File: config.mk
export PLATFORM = sky130hd
export DESIGN_NAME = fetch_stage
export DESIGN_NICKNAME = d
export VERILOG_FILES = /design/src/rtl/fetch_stage_pkg.sv /design/src/rtl/fetch_stage_ifid_reg.sv /design/src/rtl/fetch_stage.sv
export SDC_FILE = /design/constraint.sdc
export NUM_CORES = 1
export LEC_CHECK = 0
export CAP_MARGIN = 10
export CORE_ASPECT_RATIO = 1.4
export CORE_MARGIN = 4
export CORE_UTILIZATION = 39
export CTS_BUF_LIST = sky130_fd_sc_hd__clkbuf_2 sky130_fd_sc_hd__clkbuf_4 sky130_fd_sc_hd__clkbuf_8
export DETAILED_ROUTE_END_ITERATION = 10
export GPL_ROUTABILITY_DRIVEN = 0
export PLACE_DENSITY = 0.66
export SLEW_MARGIN = 20
export SYNTH_ARGS = -nofsm -noshare
export SYNTH_HDL_FRONTEND = slang
export SYNTH_SLANG_ARGS = --single-unit
File: constraint.sdc
create_clock -name clk -period 2.15 [get_ports clk]
set_input_delay 0.215 -clock clk [delete_from_list [all_inputs] [get_ports clk]]
set_output_delay 0.215 -clock clk [all_outputs]
set_load 0.02 [all_outputs]
File: src/rtl/fetch_stage_pkg.sv
// Shared encodings for the fetch stage: halt-class opcodes, the bubble word
// and the fetch FSM states.
package fetch_stage_pkg;

   localparam logic [4:0]  OPCODE_SYSTEM    = 5'b11100;
   localparam logic [4:0]  OPCODE_MISC_MEM  = 5'b00011;
   localparam logic [31:0] DEFAULT_NOP_INST = 32'h0000_0013;

   typedef enum logic [1:0] {
      FS_RUN    = 2'd0,
      FS_DRAIN  = 2'd1,
      FS_HALTED = 2'd2
   } fetch_state_e;

   // ECALL/EBREAK (SYSTEM, funct3=000) and every MISC-MEM word stop fetching.
   function automatic logic is_halt_inst(input logic [31:0] inst);
      logic sys_match;
      logic fence_match;
      sys_match   = (inst[1:0] == 2'b11) && (inst[6:2] == OPCODE_SYSTEM) &&
                    (inst[14:12] == 3'b000);
      fence_match = (inst[1:0] == 2'b11) && (inst[6:2] == OPCODE_MISC_MEM);
      return sys_match || fence_match;
   endfunction

endpackage

File: src/rtl/fetch_stage_ifid_reg.sv
// IF/ID pipeline register. bubble wins over load; with neither asserted the
// register holds.
module ifid_reg
   import fetch_stage_pkg::*;
#(
   parameter logic [31:0] NOP_INST = DEFAULT_NOP_INST
) (
   input  logic        clk,
   input  logic        rst,
   input  logic        load,
   input  logic        bubble,
   input  logic [31:0] in_pc,
   input  logic [31:0] in_inst,
   output logic [31:0] out_pc,
   output logic [31:0] out_pc4,
   output logic [31:0] out_inst,
   output logic        out_valid
);

   logic [31:0] pc_q, pc_d;
   logic [31:0] pc4_q, pc4_d;
   logic [31:0] inst_q, inst_d;
   logic        valid_q, valid_d;

   always_comb begin
      pc_d    = pc_q;
      pc4_d   = pc4_q;
      inst_d  = inst_q;
      valid_d = valid_q;
      if (bubble) begin
         pc_d    = 32'h0;
         pc4_d   = 32'h0;
         inst_d  = NOP_INST;
         valid_d = 1'b0;
      end else if (load) begin
         pc_d    = in_pc;
         pc4_d   = in_pc + 32'd4;
         inst_d  = in_inst;
         valid_d = 1'b1;
      end
   end

   always_ff @(posedge clk) begin
      if (rst) begin
         pc_q    <= 32'h0;
         pc4_q   <= 32'h0;
         inst_q  <= NOP_INST;
         valid_q <= 1'b0;
      end else begin
         pc_q    <= pc_d;
         pc4_q   <= pc4_d;
         inst_q  <= inst_d;
         valid_q <= valid_d;
      end
   end

   assign out_pc    = pc_q;
   assign out_pc4   = pc4_q;
   assign out_inst  = inst_q;
   assign out_valid = valid_q;

endmodule

File: src/rtl/fetch_stage.sv
// Instruction fetch: PC, IF/ID register, stall/redirect handling and the
// RUN -> DRAIN -> HALTED sequence triggered by ECALL/EBREAK/FENCE-class words.
module fetch_stage
   import fetch_stage_pkg::*;
#(
   parameter logic [31:0] RESET_PC     = 32'h0000_0000,
   parameter logic [31:0] NOP_INST     = DEFAULT_NOP_INST,
   parameter int unsigned DRAIN_CYCLES = 3
) (
   input  logic        clk,
   input  logic        rst,
   input  logic        stall,
   input  logic        redirect,
   input  logic [31:0] target_pc,
   output logic [31:0] imem_addr,
   input  logic [31:0] imem_rdata,
   output logic [31:0] ifid_pc,
   output logic [31:0] ifid_pc4,
   output logic [31:0] ifid_inst,
   output logic        ifid_valid,
   output logic [4:0]  ctrl_opcode,
   output logic        halted,
   output logic [1:0]  dbg_state
);

   localparam logic [3:0] DRAIN_LAST = 4'(DRAIN_CYCLES - 1);

   logic [31:0]  pc_q, pc_d;
   fetch_state_e state_q, state_d;
   logic [3:0]   cnt_q, cnt_d;
   logic         halted_q, halted_d;
   logic         ifid_load, ifid_bubble;
   logic         halt_match;

   assign halt_match = is_halt_inst(imem_rdata);

   always_comb begin
      pc_d        = pc_q;
      state_d     = state_q;
      cnt_d       = cnt_q;
      ifid_load   = 1'b0;
      ifid_bubble = 1'b0;
      // halted trails the HALTED state by one edge.
      halted_d    = (state_q == FS_HALTED);
      case (state_q)
         FS_RUN, FS_DRAIN: begin
            if (redirect) begin
               pc_d        = target_pc & ~32'h3;
               ifid_bubble = 1'b1;
               state_d     = FS_RUN;
               cnt_d       = 4'd0;
            end else if (state_q == FS_DRAIN) begin
               // Stall is ignored here: the drain count always advances.
               ifid_bubble = 1'b1;
               cnt_d       = cnt_q + 4'd1;
               if (cnt_q == DRAIN_LAST) state_d = FS_HALTED;
            end else if (!stall) begin
               ifid_load = 1'b1;
               if (halt_match) begin
                  state_d = FS_DRAIN;
                  cnt_d   = 4'd0;
               end else begin
                  pc_d = pc_q + 32'd4;
               end
            end
         end
         default: ;
      endcase
   end

   always_ff @(posedge clk) begin
      if (rst) begin
         pc_q     <= RESET_PC;
         state_q  <= FS_RUN;
         cnt_q    <= 4'd0;
         halted_q <= 1'b0;
      end else begin
         pc_q     <= pc_d;
         state_q  <= state_d;
         cnt_q    <= cnt_d;
         halted_q <= halted_d;
      end
   end

   ifid_reg #(.NOP_INST(NOP_INST)) u_ifid (
      .clk       (clk),
      .rst       (rst),
      .load      (ifid_load),
      .bubble    (ifid_bubble),
      .in_pc     (pc_q),
      .in_inst   (imem_rdata),
      .out_pc    (ifid_pc),
      .out_pc4   (ifid_pc4),
      .out_inst  (ifid_inst),
      .out_valid (ifid_valid)
   );

   assign imem_addr   = pc_q;
   assign ctrl_opcode = ifid_inst[6:2];
   assign halted      = halted_q;
   assign dbg_state   = state_q;

endmodule

Yosys cells after proc, flatten, opt, wreduce, memory -nomap -nowiden. Cells that the tools add are included.

Add/subtract/negate cells: 2. Reduce and logical (&&, ||, !) cells: 12. Multiplexer cells: 20. Equality and inequality tests: 11.

Operators with widths (count): 2-to-1 mux 32 bit (4); adder 32 x 3 -> 32 bit (second input constant) (1); 2-to-1 mux 4 bit (4); 2-to-1 mux 2 bit (5); AND reduction 4 bit (2); 2-to-1 mux 1 bit (7); equality test 5 x 2 -> 1 bit (second input constant) (1); equality test 5 bit (second input constant) (1); adder 4 x 1 -> 4 bit (second input constant) (1); equality test 2 bit (second input constant) (2); equality test 4 x 2 -> 1 bit (second input constant) (1); != test 2 bit (second input constant) (2); OR reduction 2 bit (2); logical AND 1 bit (3); zero test 3 bit (1); != test 3 x 1 -> 1 bit (second input constant) (1); != test 3 x 2 -> 1 bit (second input constant) (1); AND reduction 3 bit (1); nonzero test 3 bit (1); equality test 2 x 1 -> 1 bit (second input constant) (1); zero test 2 bit (1); != test 2 x 1 -> 1 bit (second input constant) (1); logical OR 1 bit (1).

Input port bits: 68. Word-level logic and storage cells: 53. Output and inout port bits: 137. Register bits after elaboration: 136.

Depth between registers and ports, before layout. Gate-level depths: netlist of run 1.

Depth in word-level cells: 8. Mapped depth: 8. Gate-level depth less buffers: 6.

Modules after synthesis. A second synthesis of run 1 with hierarchy kept.

Cells, all modules: 745. Area total of the unflattened synthesis: 6556.3 µm².

Modules (own cells, without submodules): ifid_reg (seq. area each 1901.8 µm², cells each 413, times used 1, area each 3921.3 µm²); fetch_stage (seq. area each 740.7 µm², cells each 332, times used 1, area each 2635.0 µm²).

Least setup slack after synthesis of run 1. No wires, ideal clock.

Path type: register to register. Start point: register pc_q[4] (netlist: imem_addr[4]). End point: register pc_q[25] (netlist: imem_addr[25]). Data required time: 2.033 ns. Path buffers: 2. Setup slack: 0.140 ns. Clock period less this slack: 2.010 ns. Arrival time: 1.893 ns. Cell stages (with the launch flop): 8. Setup time: 0.117 ns. Cell sequence: dfxtp_1 buf_4 nand3_1 or3_1 buf_2 nor4_4 o21ai_0 a32o_1.

Longest elaborated chain between the ends: 5.

Ends and longest elaborated chain: start, declared (RTL line fetch_stage.sv:28) `logic [31:0] pc_q, pc_d;`; start signal, assigned (RTL line fetch_stage.sv:78) `pc_q <= pc_d;`; adder 32 x 3 -> 32 bit (RTL line fetch_stage.sv:63) `pc_d = pc_q + 32'd4;`; 2-to-1 mux 32 bit (RTL line fetch_stage.sv:59) `if (halt_match) begin`; 2-to-1 mux 32 bit (RTL line fetch_stage.sv:57) `end else if (!stall) begin`; 2-to-1 mux 32 bit (RTL line fetch_stage.sv:52) `end else if (state_q == FS_DRAIN) begin`; 2-to-1 mux 32 bit (RTL line fetch_stage.sv:47) `if (redirect) begin`.

Every way passes these cells. The select of a mux whose other input is x is not followed. A chain may end at the register's enable or synchronous reset.

Final worst setup path of run 1.
Start point: register pc_q[2] (netlist: imem_addr[2]). End point: register pc_q[23] (netlist: imem_addr[23]).

Same word-level chain as after synthesis.

==> results of run 1 <==
-- cell families (layout without fill, tap and decap cells) --
kind of cell	Yosys count	after routing	synth area share [%]
other cells	1	6	0.0631
simple gates	311	311	24.3
compound gates	209	209	20.8
buf+inv	82	291	6.34
mux	2	2	0.358
flops	130	130	43.8
xor+xnor	25	25	3.68
fa+ha+maj	3	3	0.632
-- worst min-delay path by stage --
stage,start,endpoint,cells after the start
detailed placement,u_ifid.out_pc[11],u_ifid.out_pc[11],2
global route,redirect,cnt_q[2],4
CTS,redirect,cnt_q[2],4
global placement,u_ifid.out_inst[12],u_ifid.out_inst[12],2
finish,redirect,cnt_q[2],4
floorplan,imem_rdata[0],u_ifid.out_inst[0],2
-- state kept, by name (all words and copies together), names as in the netlist --
signal            count
u_ifid.out_inst      32
imem_addr            30
u_ifid.out_pc4       30
u_ifid.out_pc        30
cnt_q                 4
dbg_state             2
halted                1
u_ifid.out_valid      1
-- area by class of cell --
| type | count | area [um^2] |
|---|---|---|
| fill | 1432 | 6220 |
| multi-input combinational | 556 | 3020 |
| sequential | 130 | 2600 |
| timing repair buffer | 253 | 2470 |
| tap | 192 | 240 |
| clock buffer | 17 | 234 |
| clock inverter | 15 | 183 |
| inverter | 6 | 22.5 |
-- stage by stage --
stage | hold slack [ns] | instances | power (uW) | cell area [um^2]
after floorplan | 0.339 | 768 | 3020 | 5960
after global placement | 0.441 | 1137 | 3470 | 8350
after detailed placement | 0.445 | 1137 | 3480 | 8350
after CTS | 0.159 | 1169 | 5660 | 8760
after global routing | 0.199 | 1169 | 5860 | 8770
final | 0.176 | 1169 | 5600 | 8770
-- worst max-delay path, stage by stage, from the launching register on --
cell and delay [ns]:
dfxtp_1 0.46, nand3_1 0.15, or3_1 0.55, nor3_2 0.30, o21ai_0 0.12, a32o_1 0.27
-- power by group --
part,total (uW),internal [uW],switching [uW]
logic,882,414,468
clock network,2180,1160,1030
registers,2540,2480,55.4
-- routing by layer --
layer,vias to the layer above,GRT usage (%),routed length (um)
li1,3009,-,-
met1,2768,26.9,7980
met2,188,36.5,9220
met3,22,4.09,1010
met4,0,7.85,353
met5,-,0,0
-- layout by cell type, fill, tap and decap left out, drive strengths merged, types with 6 or more instances in the layout --
master,count
xnor2,11
nor3,10
clkinv,10
nand2,174
conb,6
a21oi,102
nand4,10
nor4,9
a211oi,19
nand3,19
o21ai,38
buf,58
nor2,60
dfxtp,130
clkbuf,17
and2,6
a21o,9
inv,7
a31oi,11
xor2,14
clkdlybuf4s50,195
-- what timing repair did --
item	4_1_cts	5_1_grt
gates resized for setup	0	2
setup endpoints to repair	0	3
endpoints found under the hold margin	0	0
==> qor_table.md, run 1 <==
| Result | This run |
|---|---|
| Outcome | completed |
| First-pass GRT wire length | 30,300 um |
| Clock H-tree levels | 4 |
| Yosys warning count | 0 |
| Post-synthesis sequential area ratio | 43.8% |
| Number of flops mapped to enable cells by yosys | 0 |
| Number of iterations in the first detailed-routing pass | 5 |
| Launching instance or port of the critical path | imem_addr[2] |
| Max Buffers Root-to-Sink | 2 |
| Total routed wirelength | 18,600 um |
| DRT iter0 DRCs | 369 |
| Total grt overflow | 0 |
| Fmax | 511 MHz |
| Worst clock skew on the final layout | 0.0119 ns |
| Max-slew headroom at the worst pin | 59.4% |
| Die span in y | 154 um |
| Synthesized area per cell | 7.79 um^2 |
| Worst VDD drop | 0.000395 V |
| Max Cap Violations | 0 |
| Count of nets after finishing | 1,035 |
| Post-synthesis instance area | 0.00594 mm^2 |
| Pin count of the biggest net entering global routing | 75 |
| Clock transition time at the flip-flop clock pins of the worst setup and hold paths | 0.08 ns |
| Initial cell density of the core | 39.7% |
| Via density per instance | 5.12 |
| Top area cells in the synthesized netlist | dfxtp_1 44%, nand2_1 11%, a21oi_1 8.6% |
| Total number of vias | 5,987 |
| Number of buffer cells added on primary ports | 196 |
| CP endpoint kind | flop |
| ANT nets after route | 0 |
| Relative area change from synthesis to final layout | 47.5% |
| Setup_tns | 0 ns |
| Total clock buffers created by CTS | 17 |
| Power per cell area | 639 mW/mm^2 |
| Worst slack at placement | -0.0778 ns |
| Worst flop-to-flop path endpoint | imem_addr[23] |
| Synth cell count leaders | 174 x nand2_1, 130 x dfxtp_1, 102 x a21oi_1 |
| Proportion of layout cells with a drive suffix above 1 | 11.2% |
| Detail Placement HPWL | 13,500 um |
| Setup Buffers After CTS | 0 |
| Most instantiated library cell after synthesis | nand2_1 |
| Number of top-level pins | 205 |
| Kind of launch point of the worst setup path | flop |
| Worst Reg2Reg Path Length in Cells | 5 |
| Buffer cell driving the clock tree root | clkbuf_8 |
| Min Clock Period, post-route | 1.96 ns |
| Static leakage | 0.00314 uW |
| Final Hold Vio Count | 0 |
| # setup viols final | 0 |
| Post-route clock period utilization | 91.1% |
| Tightest Hold Check Type | input pin to flop |
| Core Rows | 53 |
| Final setup slack of the worst path | 0.192 ns |
| Worst endpoint required time | 2.47 ns |
| Antenna Diode Count | 0 |
| Die Width | 112 um |
| Area of the core | 0.0150 mm^2 |
| Instance count of the mapped netlist | 763 |
| Classification of the worst setup path | flop to flop |
| Critical-path maximum fanout | 10 |
| Minimum setup slack among reg-to-reg paths | 0.19 ns |
| Clock tree from TritonCTS | yes |
| Detail-routed net length per standard cell | 15.9 um |
| Number of max-slew violations in the final report | 0 |
| TritonCTS Sinks | 130 |
| DRC | 0 |
| Initial antenna violation count | 0 |
| Clock insertion delay at the later pin of the skew report | 0.43 ns |
| Unique masters post-synth | 54 |
| Final cell utilization of the core | 58.5% |
| Total of hold buffers inserted after clock tree synthesis | 0 |
| Pin slew with the least headroom to its limit | 0.604 ns |
| Worst setup endpoint | imem_addr[23] |
| Die Outline Area | 0.0173 mm^2 |
| Number of global-route vias before repair | 5,816 |
| Most used DFF post-synth | dfxtp_1 |
| Arr. time, crit path | 2.28 ns |
| Flop and latch count out of synthesis | 130 |
| Overall fraction of global-route tracks in use | 21.4% |
| Library cell with the largest summed area after synthesis | dfxtp_1 |
| Beginning of the worst register-to-register path | imem_addr[2] |
| Proportion of netlist area held by the largest area contributor | 43.8% |
| RSZ-0062 raised after global routing | false |
| Ys async rst share | 0% |
(Power assumes the default switching activity.)
==> run 2: changes to the inputs <==
--- a/config.mk
+++ b/config.mk
@@ -8,11 +8,11 @@
 export CAP_MARGIN = 10
 export CORE_ASPECT_RATIO = 1.4
 export CORE_MARGIN = 4
-export CORE_UTILIZATION = 39
+export CORE_UTILIZATION = 42
 export CTS_BUF_LIST = sky130_fd_sc_hd__clkbuf_2 sky130_fd_sc_hd__clkbuf_4 sky130_fd_sc_hd__clkbuf_8
 export DETAILED_ROUTE_END_ITERATION = 10
 export GPL_ROUTABILITY_DRIVEN = 0
-export PLACE_DENSITY = 0.66
+export PLACE_DENSITY = 0.71
 export SLEW_MARGIN = 20
 export SYNTH_ARGS = -nofsm -noshare
 export SYNTH_HDL_FRONTEND = slang
==> qor_table.md, run 2 (synthesis results as in run 1) <==
| Result | This run |
|---|---|
| Overall fraction of global-route tracks in use | 22.5% |
| Proportion of layout cells with a drive suffix above 1 | 10.9% |
| Stages on the worst setup path | 5 |
| ANT nets after route | 0 |
| Post-route clock period utilization | 93.6% |
| Pin slew with the least headroom to its limit | 0.724 ns |
| Clock insertion delay at the later pin of the skew report | 0.45 ns |
| Die span in y | 149 um |
| Highest-count cells in the layout ignoring fill and taps | 195 x clkdlybuf4s50_1, 173 x nand2_1, 130 x dfxtp_1 |
| Slowest-stage cell, CP | or3_1 |
| Clock network power share | 40.1% |
| Max Cap Violations | 0 |
| Number of buffers and inverters on the critical path | 0 |
| Min Clock Period, post-route | 2.01 ns |
| Classification of the worst setup path | flop to flop |
| Count of nets after finishing | 1,034 |
| Total grt overflow | 0 |
| Net switching fraction of the power | 28.5% |
| Die Outline Area | 0.0161 mm^2 |
| Number of max-slew violations in the final report | 0 |
| Number of iterations in the first detailed-routing pass | 4 |
| Total number of vias | 5,945 |
| Pin count of the biggest net entering global routing | 54 |
| Number of buffer cells added on primary ports | 196 |
| Critical-path maximum fanout | 10 |
| Total clock buffers created by CTS | 17 |
| Area of the core | 0.0139 mm^2 |
| # setup viols final | 0 |
| Max FFs per register | 32 |
| First-pass GRT wire length | 28,900 um |
| Logic gate share of total power | 15.4% |
| RSZ-0062 raised after global routing | false |
| Worst VDD drop | 0.000330 V |
| Number of placed instances with taps included | 1,129 |
| Seq pwr share | 44.5% |
| TritonCTS Sinks | 130 |
| Top delay family on crit path | simple AND/OR/NAND/NOR gates |
| Power per cell area | 651 mW/mm^2 |
| Clock tree from TritonCTS | yes |
| Worst clock skew on the final layout | 0.0184 ns |
| Number of global-route vias before repair | 5,748 |
| Final setup slack of the worst path | 0.138 ns |
| Final Hold Vio Count | 0 |
| Die Width | 109 um |
| Fmax | 497 MHz |
| Initial cell density of the core | 42.7% |
| Max-slew headroom at the worst pin | 51.6% |
| Via density per instance | 5.12 |
| Initial antenna violation count | 0 |
| Antenna Diode Count | 0 |
| Cell breakdown of the critical path | nand4_4, or3_1, nor4_4, o21ai_0, a32o_1 |
| Arr. time, crit path | 2.35 ns |
| Number of gates resized after CTS | 0 |
| Buffer cell driving the clock tree root | clkbuf_8 |
| Clock transition time at the flip-flop clock pins of the worst setup and hold paths | 0.08 ns |
| Commonest non-fill, non-tap cell in the layout | clkdlybuf4s50_1 |
| Detail-routed net length per standard cell | 15.7 um |
| Crit-path max cell delay | 0.60 ns |
| Detail Placement HPWL | 13,300 um |
| Setup Buffers After CTS | 0 |
| Outcome | completed |
| Non-filler instance count after layout | 1,161 |
| Worst slack at placement | -0.0353 ns |
| Core Rows | 51 |
| Internal | 4070 uW |
| Static leakage | 0.00313 uW |
| DRT iter0 DRCs | 317 |
| Worst Reg2Reg Path Length in Cells | 5 |
| Tightest Hold Check Type | input pin to flop |
| DRC | 0 |
| Number of top-level pins | 205 |
| Clock H-tree levels | 4 |
| Switching power | 1620 uW |
| Kind of launch point of the worst setup path | flop |
| Power after layout | 5690 uW |
| Total of hold buffers inserted after clock tree synthesis | 0 |
| Cells on Worst Hold Path | 4 |
| Relative area change from synthesis to final layout | 47.1% |
| CP endpoint kind | flop |
| Max Buffers Root-to-Sink | 2 |
| Worst endpoint required time | 2.49 ns |
| Total routed wirelength | 18,300 um |
## run 2: worst min-delay path: stages
cell,delay (ns)
buf_2,0.17
a21oi_1,0.06
o41ai_1,0.06
a311oi_1,0.08
## run 2: final timing paths
path / startpoint / endpoint / slack, ns
min reg2reg: u_ifid.out_pc[26] / u_ifid.out_pc[26] / 0.45
max reg2reg: imem_addr[12] / imem_addr[25] / 0.14
min: redirect / cnt_q[2] / 0.19
max: imem_addr[12] / imem_addr[25] / 0.14
## run 2: per-stage QoR
step | hold WS, ns | setup TNS, ns | cell area [um^2] | util, %
after floorplan | 0.339 | 0 | 5960 | -
after global routing | 0.184 | 0 | 8750 | 62.9
after detailed placement | 0.446 | -0.111 | 8320 | 59.8
after global placement | 0.441 | -0.0914 | 8320 | 59.8
after CTS | 0.161 | 0 | 8750 | 62.9
final | 0.187 | 0 | 8750 | 62.9
## run 2: routing by layer
metal	GRT usage [%]	part of all wire, %
met1	26.7	41
met5	0	0
met2	39.9	52
met4	7.26	1.0
met3	4.76	6.0
## run 2: final cells by class
cell class	count	area (um^2)
Tap cell	185	231
Fill cell	1312	5160
Clock buffer	17	234
Sequential cell	130	2600
Timing Repair Buffer	252	2450
Inverter	6	22.5
Multi-Input combinational cell	556	3010
Clock inverter	15	196
## run 2: power groups by stage
stage                     clock network (uW)  registers, uW  logic (uW)
after floorplan                            0           2690         339
after detailed placement                   0           2590         878
final                                   2280           2530         877
after global placement                     0           2590         871
after CTS                               2340           2530         881
after global routing                    2440           2540         947
